File: src/rtl/uart_tx_unit_if.sv
// ============================================================================
// Module   : uart_tx_unit_if
// Brief    : Byte-push side of the UART transmitter (data, push, full, overflow)
// Revision : 1.0
// ============================================================================
`default_nettype none

interface uart_tx_unit_if;
    logic [7:0] tx_data;
    logic       tx_push;
    logic       tx_full;
    logic       tx_overflow;

    modport master (output tx_data, output tx_push, input  tx_full, input  tx_overflow);
    modport slave  (input  tx_data, input  tx_push, output tx_full, output tx_overflow);
endinterface

`default_nettype wire

File: src/rtl/uart_tx_unit.sv
// ============================================================================
// Module   : uart_tx_unit
// Brief    : UART 8N1 transmitter (LSB first) fed by a small byte FIFO
// Revision : 1.0
// ============================================================================
`default_nettype none

module uart_tx_unit #(
    parameter int CLKS_PER_BIT = 217,
    parameter int DEPTH        = 4
) (
    input  logic          clk,
    input  logic          reset,
    uart_tx_unit_if.slave bus,
    output logic          tx,
    output logic          tx_busy,
    output logic          tx_done_tick
);
    localparam int c_AW = $clog2(DEPTH);
    localparam int c_BW = $clog2(CLKS_PER_BIT);
    localparam logic [c_BW-1:0] c_BAUD_LAST = c_BW'(CLKS_PER_BIT - 1);
    localparam logic [c_AW:0]   c_DEPTH     = (c_AW + 1)'(DEPTH);

    typedef enum logic [1:0] {
        S_IDLE  = 2'd0,
        S_START = 2'd1,
        S_DATA  = 2'd2,
        S_STOP  = 2'd3
    } state_t;

    logic [7:0]      r_mem [DEPTH];
    logic [c_AW-1:0] r_wr_ptr;
    logic [c_AW-1:0] r_rd_ptr;
    logic [c_AW:0]   r_count;
    logic            r_overflow;

    state_t          r_state;
    logic [c_BW-1:0] r_baud;
    logic [2:0]      r_bit_idx;
    logic [7:0]      r_shift;
    logic            r_tx;

    state_t          w_state_nx;
    logic [c_BW-1:0] w_baud_nx;
    logic [2:0]      w_bit_nx;
    logic [7:0]      w_shift_nx;
    logic            w_tx_nx;
    logic            w_pop;
    logic            w_done;

    logic w_full;
    logic w_empty;
    logic w_push_ok;
    logic w_baud_last;

    assign w_full      = (r_count == c_DEPTH);
    assign w_empty     = (r_count == '0);
    // Fullness is judged on the registered count, so a same-cycle pop never rescues a push.
    assign w_push_ok   = bus.tx_push && !w_full;
    assign w_baud_last = (r_baud == c_BAUD_LAST);

    always_ff @(posedge clk) begin
        if (w_push_ok) begin
            r_mem[r_wr_ptr] <= bus.tx_data;
        end
    end

    always_ff @(posedge clk) begin
        if (reset) begin
            r_wr_ptr   <= '0;
            r_rd_ptr   <= '0;
            r_count    <= '0;
            r_overflow <= 1'b0;
        end else begin
            if (w_push_ok) r_wr_ptr <= r_wr_ptr + c_AW'(1);
            if (w_pop)     r_rd_ptr <= r_rd_ptr + c_AW'(1);
            if (w_push_ok && !w_pop)      r_count <= r_count + (c_AW + 1)'(1);
            else if (!w_push_ok && w_pop) r_count <= r_count - (c_AW + 1)'(1);
            if (bus.tx_push && w_full) r_overflow <= 1'b1;
        end
    end

    always_ff @(posedge clk) begin
        if (reset) begin
            r_state   <= S_IDLE;
            r_baud    <= '0;
            r_bit_idx <= '0;
            r_shift   <= '0;
            r_tx      <= 1'b1;
        end else begin
            r_state   <= w_state_nx;
            r_baud    <= w_baud_nx;
            r_bit_idx <= w_bit_nx;
            r_shift   <= w_shift_nx;
            r_tx      <= w_tx_nx;
        end
    end

    always_comb begin
        w_state_nx = r_state;
        w_baud_nx  = r_baud + c_BW'(1);
        w_bit_nx   = r_bit_idx;
        w_shift_nx = r_shift;
        w_tx_nx    = r_tx;
        w_pop      = 1'b0;
        w_done     = 1'b0;
        case (r_state)
            S_IDLE: begin
                w_baud_nx = '0;
                w_tx_nx   = 1'b1;
                if (!w_empty) begin
                    w_pop      = 1'b1;
                    w_shift_nx = r_mem[r_rd_ptr];
                    w_tx_nx    = 1'b0;
                    w_state_nx = S_START;
                end
            end
            S_START: begin
                if (w_baud_last) begin
                    w_baud_nx  = '0;
                    w_bit_nx   = '0;
                    w_tx_nx    = r_shift[0];
                    w_state_nx = S_DATA;
                end
            end
            S_DATA: begin
                if (w_baud_last) begin
                    w_baud_nx = '0;
                    if (r_bit_idx == 3'd7) begin
                        w_tx_nx    = 1'b1;
                        w_state_nx = S_STOP;
                    end else begin
                        w_shift_nx = {1'b0, r_shift[7:1]};
                        w_tx_nx    = r_shift[1];
                        w_bit_nx   = r_bit_idx + 3'd1;
                    end
                end
            end
            S_STOP: begin
                if (w_baud_last) begin
                    w_done    = 1'b1;
                    w_baud_nx = '0;
                    // Chain straight into the next start bit when more bytes wait.
                    if (!w_empty) begin
                        w_pop      = 1'b1;
                        w_shift_nx = r_mem[r_rd_ptr];
                        w_tx_nx    = 1'b0;
                        w_state_nx = S_START;
                    end else begin
                        w_tx_nx    = 1'b1;
                        w_state_nx = S_IDLE;
                    end
                end
            end
            default: begin
                w_baud_nx  = '0;
                w_tx_nx    = 1'b1;
                w_state_nx = S_IDLE;
            end
        endcase
    end

    assign tx              = r_tx;
    assign tx_busy         = (r_state != S_IDLE) || !w_empty;
    assign tx_done_tick    = w_done && !reset;
    assign bus.tx_full     = w_full;
    assign bus.tx_overflow = r_overflow;

endmodule

`default_nettype wire

File: src/flat_wrapper.sv
// flat-port wrapper written by rule: the top's interface ports become plain ports
module uart_tx_unit_flat 
#(
    parameter int CLKS_PER_BIT = 217,
    parameter int DEPTH        = 4
)
  (clk, reset, tx, tx_busy, tx_done_tick, bus_tx_data, bus_tx_push, bus_tx_full, bus_tx_overflow);
  uart_tx_unit_if bus_i ();
  input  logic clk;
  input  logic reset;
  output logic tx;
  output logic tx_busy;
  output logic tx_done_tick;
  input wire logic [$bits(bus_i.tx_data)-1:0] bus_tx_data;
  input wire logic [$bits(bus_i.tx_push)-1:0] bus_tx_push;
  output wire logic [$bits(bus_i.tx_full)-1:0] bus_tx_full;
  output wire logic [$bits(bus_i.tx_overflow)-1:0] bus_tx_overflow;
  assign bus_i.tx_data = bus_tx_data;
  assign bus_i.tx_push = bus_tx_push;
  assign bus_tx_full = bus_i.tx_full;
  assign bus_tx_overflow = bus_i.tx_overflow;
  uart_tx_unit #(.CLKS_PER_BIT(CLKS_PER_BIT), .DEPTH(DEPTH)) u_core (.clk(clk), .reset(reset), .bus(bus_i), .tx(tx), .tx_busy(tx_busy), .tx_done_tick(tx_done_tick));
endmodule
File: config.mk
export PLATFORM = sky130hd
export DESIGN_NAME = uart_tx_unit_flat
export DESIGN_NICKNAME = d
export VERILOG_FILES = /design/src/rtl/uart_tx_unit_if.sv /design/src/rtl/uart_tx_unit.sv /design/src/flat_wrapper.sv
export SDC_FILE = /design/constraint.sdc
export NUM_CORES = 1
export LEC_CHECK = 0
export BUFFER_PORTS_ARGS = -buffer_cell sky130_fd_sc_hd__clkbuf_2
export CAP_MARGIN = 20
export CELL_PAD_IN_SITES_DETAIL_PLACEMENT = 2
export CELL_PAD_IN_SITES_GLOBAL_PLACEMENT = 2
export CORE_ASPECT_RATIO = 0.7
export CORE_UTILIZATION = 44
export CTS_CLUSTER_DIAMETER = 60
export DETAILED_ROUTE_END_ITERATION = 10
export PLACE_DENSITY_LB_ADDON = 0.15
export SLEW_MARGIN = 5
export SYNTH_ARGS = -nofsm -noshare
export SYNTH_HDL_FRONTEND = slang
export SYNTH_SLANG_ARGS = --single-unit
File: constraint.sdc
create_clock -name clk -period 6.3 [get_ports clk]
set_clock_uncertainty 0.05 [all_clocks]
set_input_delay 1.26 -clock clk [delete_from_list [all_inputs] [get_ports clk]]
set_output_delay 1.26 -clock clk [all_outputs]
set_load 0.02 [all_outputs]
==> qor_table.md <==
| Step | Metric | This run |
|---|---|---|
| timing | Max frequency | 0.281 GHz |
| timing | Minimum clock period after layout | 3560 ps |
| floorplan | Number of placement rows | 24 |
| worst setup path | Data required time of the worst path | 4990 ps |
| worst setup path | Critical path launch point type | input pin |
| route | Post-detailed-route DRC marker count | 0 |
| grt | GRT Resource Usage Total | 26.6% |
| floorplan | Die extent in y | 70.8 um |
| grt | Number of global-route vias before repair | 2400 |
| grt | Initial antenna violation count | 0 |
| pwr | Worst vdd ir | 182 uV |
| logic synthesis | Post-synth EDFFs | 32 |
| layout | Antenna Diode Count | 0 |
| timing | Pin slew with the least headroom to its limit | 1010 ps |
| floorplan | Count of pins on the block boundary | 16 |
| clocking | Total clock buffers created by CTS | 9 |
| floorplan | Initial core utilization | 46.7% |
| logic synthesis | Fraction of synthesis flops using an asynchronous set or reset pin | 0% |
| worst setup path | CP endpoint kind | primary output |
| pwr | Sum of internal, switching and leakage power | 1.61 mW |
| worst setup path | Worst setup path category | input pin to primary output |
| layout | Most frequent cells in the layout | dfxtp_1, edfxtp_1, nor2_1, mux2i_1, clkbuf_2 |
| grt | Pin count of the biggest net entering global routing | 26 |
| floorplan | Placeable core region | 0.00637 sq mm |
| outcome | Status | completed |
| route | First drt pass iteration count | 4 |
| route | Count of antenna-violating nets left after detailed routing | 0 |
| clocking | CTS tree | built |
| layout | Footprint of the multi-input gates | 0.00128 sq mm |
| pwr | Power density over cell area | 478 mW/mm^2 |
| grt | Leftover overflow at the end of global routing | 0 |
| job | Maxcap violations | 0 |
| clocking | Root buffer cell | clkbuf_8 |
| placed design | Post-DP HPWL | 5.55 mm |
| worst setup path | WP data arrival | 2250 ps |
| logic synthesis | Post-synthesis sequential area ratio | 53.9% |
| route | Initial detailed-routing violation count | 68 |
| timing | Setup TNS Final | 0 ps |
| layout | Sequential standard cell area | 0.00160 sq mm |
| logic synthesis | Most used DFF post-synth | edfxtp_1 |
| logic synthesis | Average footprint of a synthesized cell | 11.7 sq um |
| floorplan | Die span in x | 100 um |
| route | Average vias per placed instance | 5.91 |
| timing | Ratio of final minimum period to clock period | 56.5% |
| logic synthesis | Count of warnings emitted by yosys | 0 |
| timing | Setup repair after global routing missed its margin | no |
| clocking | Post-CTS setup buffer count | 0 |
| pwr | Reported leakage power | 1.21 nW |
| route | Detail-routed net length per standard cell | 23.1 um |
| route | Drt total wl | 8.48 mm |
| logic synthesis | Total standard cell area after synthesis | 0.00297 sq mm |
| clocking | Total number of H-tree levels | 3 |
| logic synthesis | Cells after Synth | 255 |
| clocking | Skew-Pair Late Insertion Delay | 340 ps |
| worst setup path | Max Fanout on Critical Path | 16 |
| layout | Area Growth Syn to Fin | 13.1% |
| logic synthesis | Number of nets in the synthesized netlist | 281 |
| layout | Final cell utilization of the core | 52.8% |
| layout | Fin area | 0.00336 sq mm |
| placed design | Number of port buffers | 15 |
| clocking | Clock transition at path regs | 70 ps |
| clocking | TritonCTS Sinks | 64 |
| clocking | Number of hold buffers added after CTS | 0 |
| layout | Share of cells above drive strength 1 | 12.3% |
| clocking | Count of instances resized after the clock tree is built | 0 |
| logic synthesis | Synthesized flop and latch total | 64 |
| layout | Layout Nets | 297 |
| placed design | RePlAce Congestion | 0.744 |
| clocking | Clock tree buffer depth | 2 |
| timing | Final Setup Violations | 0 |
| layout | Fillers | 627 |
| timing | Number of hold violations in the final report | 0 |
| grt | Wire length of the first global-routing pass | 13.7 mm |
| placed design | Placed cell areas | 0.00312 sq mm |
| timing | Worst slew margin relative to its limit | 32.5% |
| timing | Final number of max-transition violations | 0 |
| min path | Type of the worst min-delay path | flip-flop to flip-flop |
| logic synthesis | Number of distinct library cells after synthesis | 45 |
| route | Via Count | 2170 |
| floorplan | Die ar. | 0.00709 sq mm |
-- through the flow --
stage | cells | hold WS [ps] | setup slack (ps)
after CTS | 367 | 456 | 2730
after floorplan | 255 | 399 | 3170
final | 367 | 438 | 2740
after global routing | 367 | 470 | 2650
after global placement | 351 | 411 | 2800
after detailed placement | 351 | 433 | 2780
-- worst max-delay path: stages --
cell,delay (ps)
clkbuf_2,240
inv_1,340
and3_1,230
clkbuf_2,180
-- cells in the mapped netlist, drive strengths merged, types with 2 or more instances --
cell,instances,area share (%)
o31a,6,1.8
mux2i,20,6.7
nor2b,2,0.42
buf,4,0.67
a31oi,2,0.42
dfxtp,32,22
xnor2,2,0.59
or3,5,1.1
nand3,6,1.0
nand2b,2,0.42
xor2,7,2.1
inv,12,1.5
a21oi,13,2.2
nand3b,7,1.8
o211ai,2,0.51
nand2,6,0.76
o311ai,7,2.1
edfxtp,32,32
and2,6,1.3
ha,14,5.9
and3,5,1.2
nor3,3,0.88
a22oi,7,1.8
o21ai,12,2.0
clkbuf,6,0.80
nor2,20,2.5
-- layer usage --
metal  track usage [%]  part of all wire, %  up-vias
met5                 0                    0        -
met4              11.6                  2.5        0
met3              6.42                  3.0       21
met2              44.0                   50       48
met1              33.5                   45     1116
li1                  -                    -      985
-- cell type report --
| type | count | area share [%] |
|---|---|---|
| clock buffer | 11 | 4.21 |
| clock inverter | 5 | 3.09 |
| inverter | 12 | 1.34 |
| multi-input combinational | 169 | 38.1 |
| sequential | 64 | 47.6 |
| tap | 91 | 3.39 |
| timing repair buffer | 15 | 2.23 |
-- state kept, by name (all words and copies together), names as in the netlist, named ones only --
name / flops
u_core.r_rd_ptr: 2
u_core.r_count: 3
u_core.r_state: 2
u_core.r_wr_ptr: 2
u_core.bus.tx_overflow: 1
u_core.tx: 1
u_core.r_mem: 32
u_core.r_bit_idx: 3
u_core.r_baud: 8
u_core.r_shift: 8
-- cell families after synthesis --
logic type	share of synthesized area, %
adder cells (fa/ha/maj)	6.57
buffers and inverters	2.99
AND/OR/NAND/NOR	13.1
flip-flops	53.9
AO/OA/AOI/OAI	13.3
XOR/XNOR	2.65
multiplexers	7.49
-- worst paths after layout --
kind                                        from                                  end  slack (ps)  cells past startpoint
min          u_core.bus.tx_overflow$_SDFFE_PP0P_  u_core.bus.tx_overflow$_SDFFE_PP0P_         440                      2
max                                        reset                         tx_done_tick        2740                      4
min reg2reg  u_core.bus.tx_overflow$_SDFFE_PP0P_  u_core.bus.tx_overflow$_SDFFE_PP0P_         440                      2
max reg2reg          u_core.r_baud[0]$_SDFF_PP0_       u_core.r_count[2]$_SDFFE_PP0P_        3210                     11
-- power breakdown --
| group | internal, mW | switching, mW | leakage [nW] | total, mW |
|---|---|---|---|---|
| Sequential | 0.515 | 0.0718 | 0.555 | 0.587 |
| Combinational | 0.213 | 0.369 | 0.531 | 0.582 |
| Clock | 0.274 | 0.165 | 0.124 | 0.439 |
| Total | 1.00 | 0.606 | 1.21 | 1.61 |
Note: power is estimated with default switching activity, not from simulation.
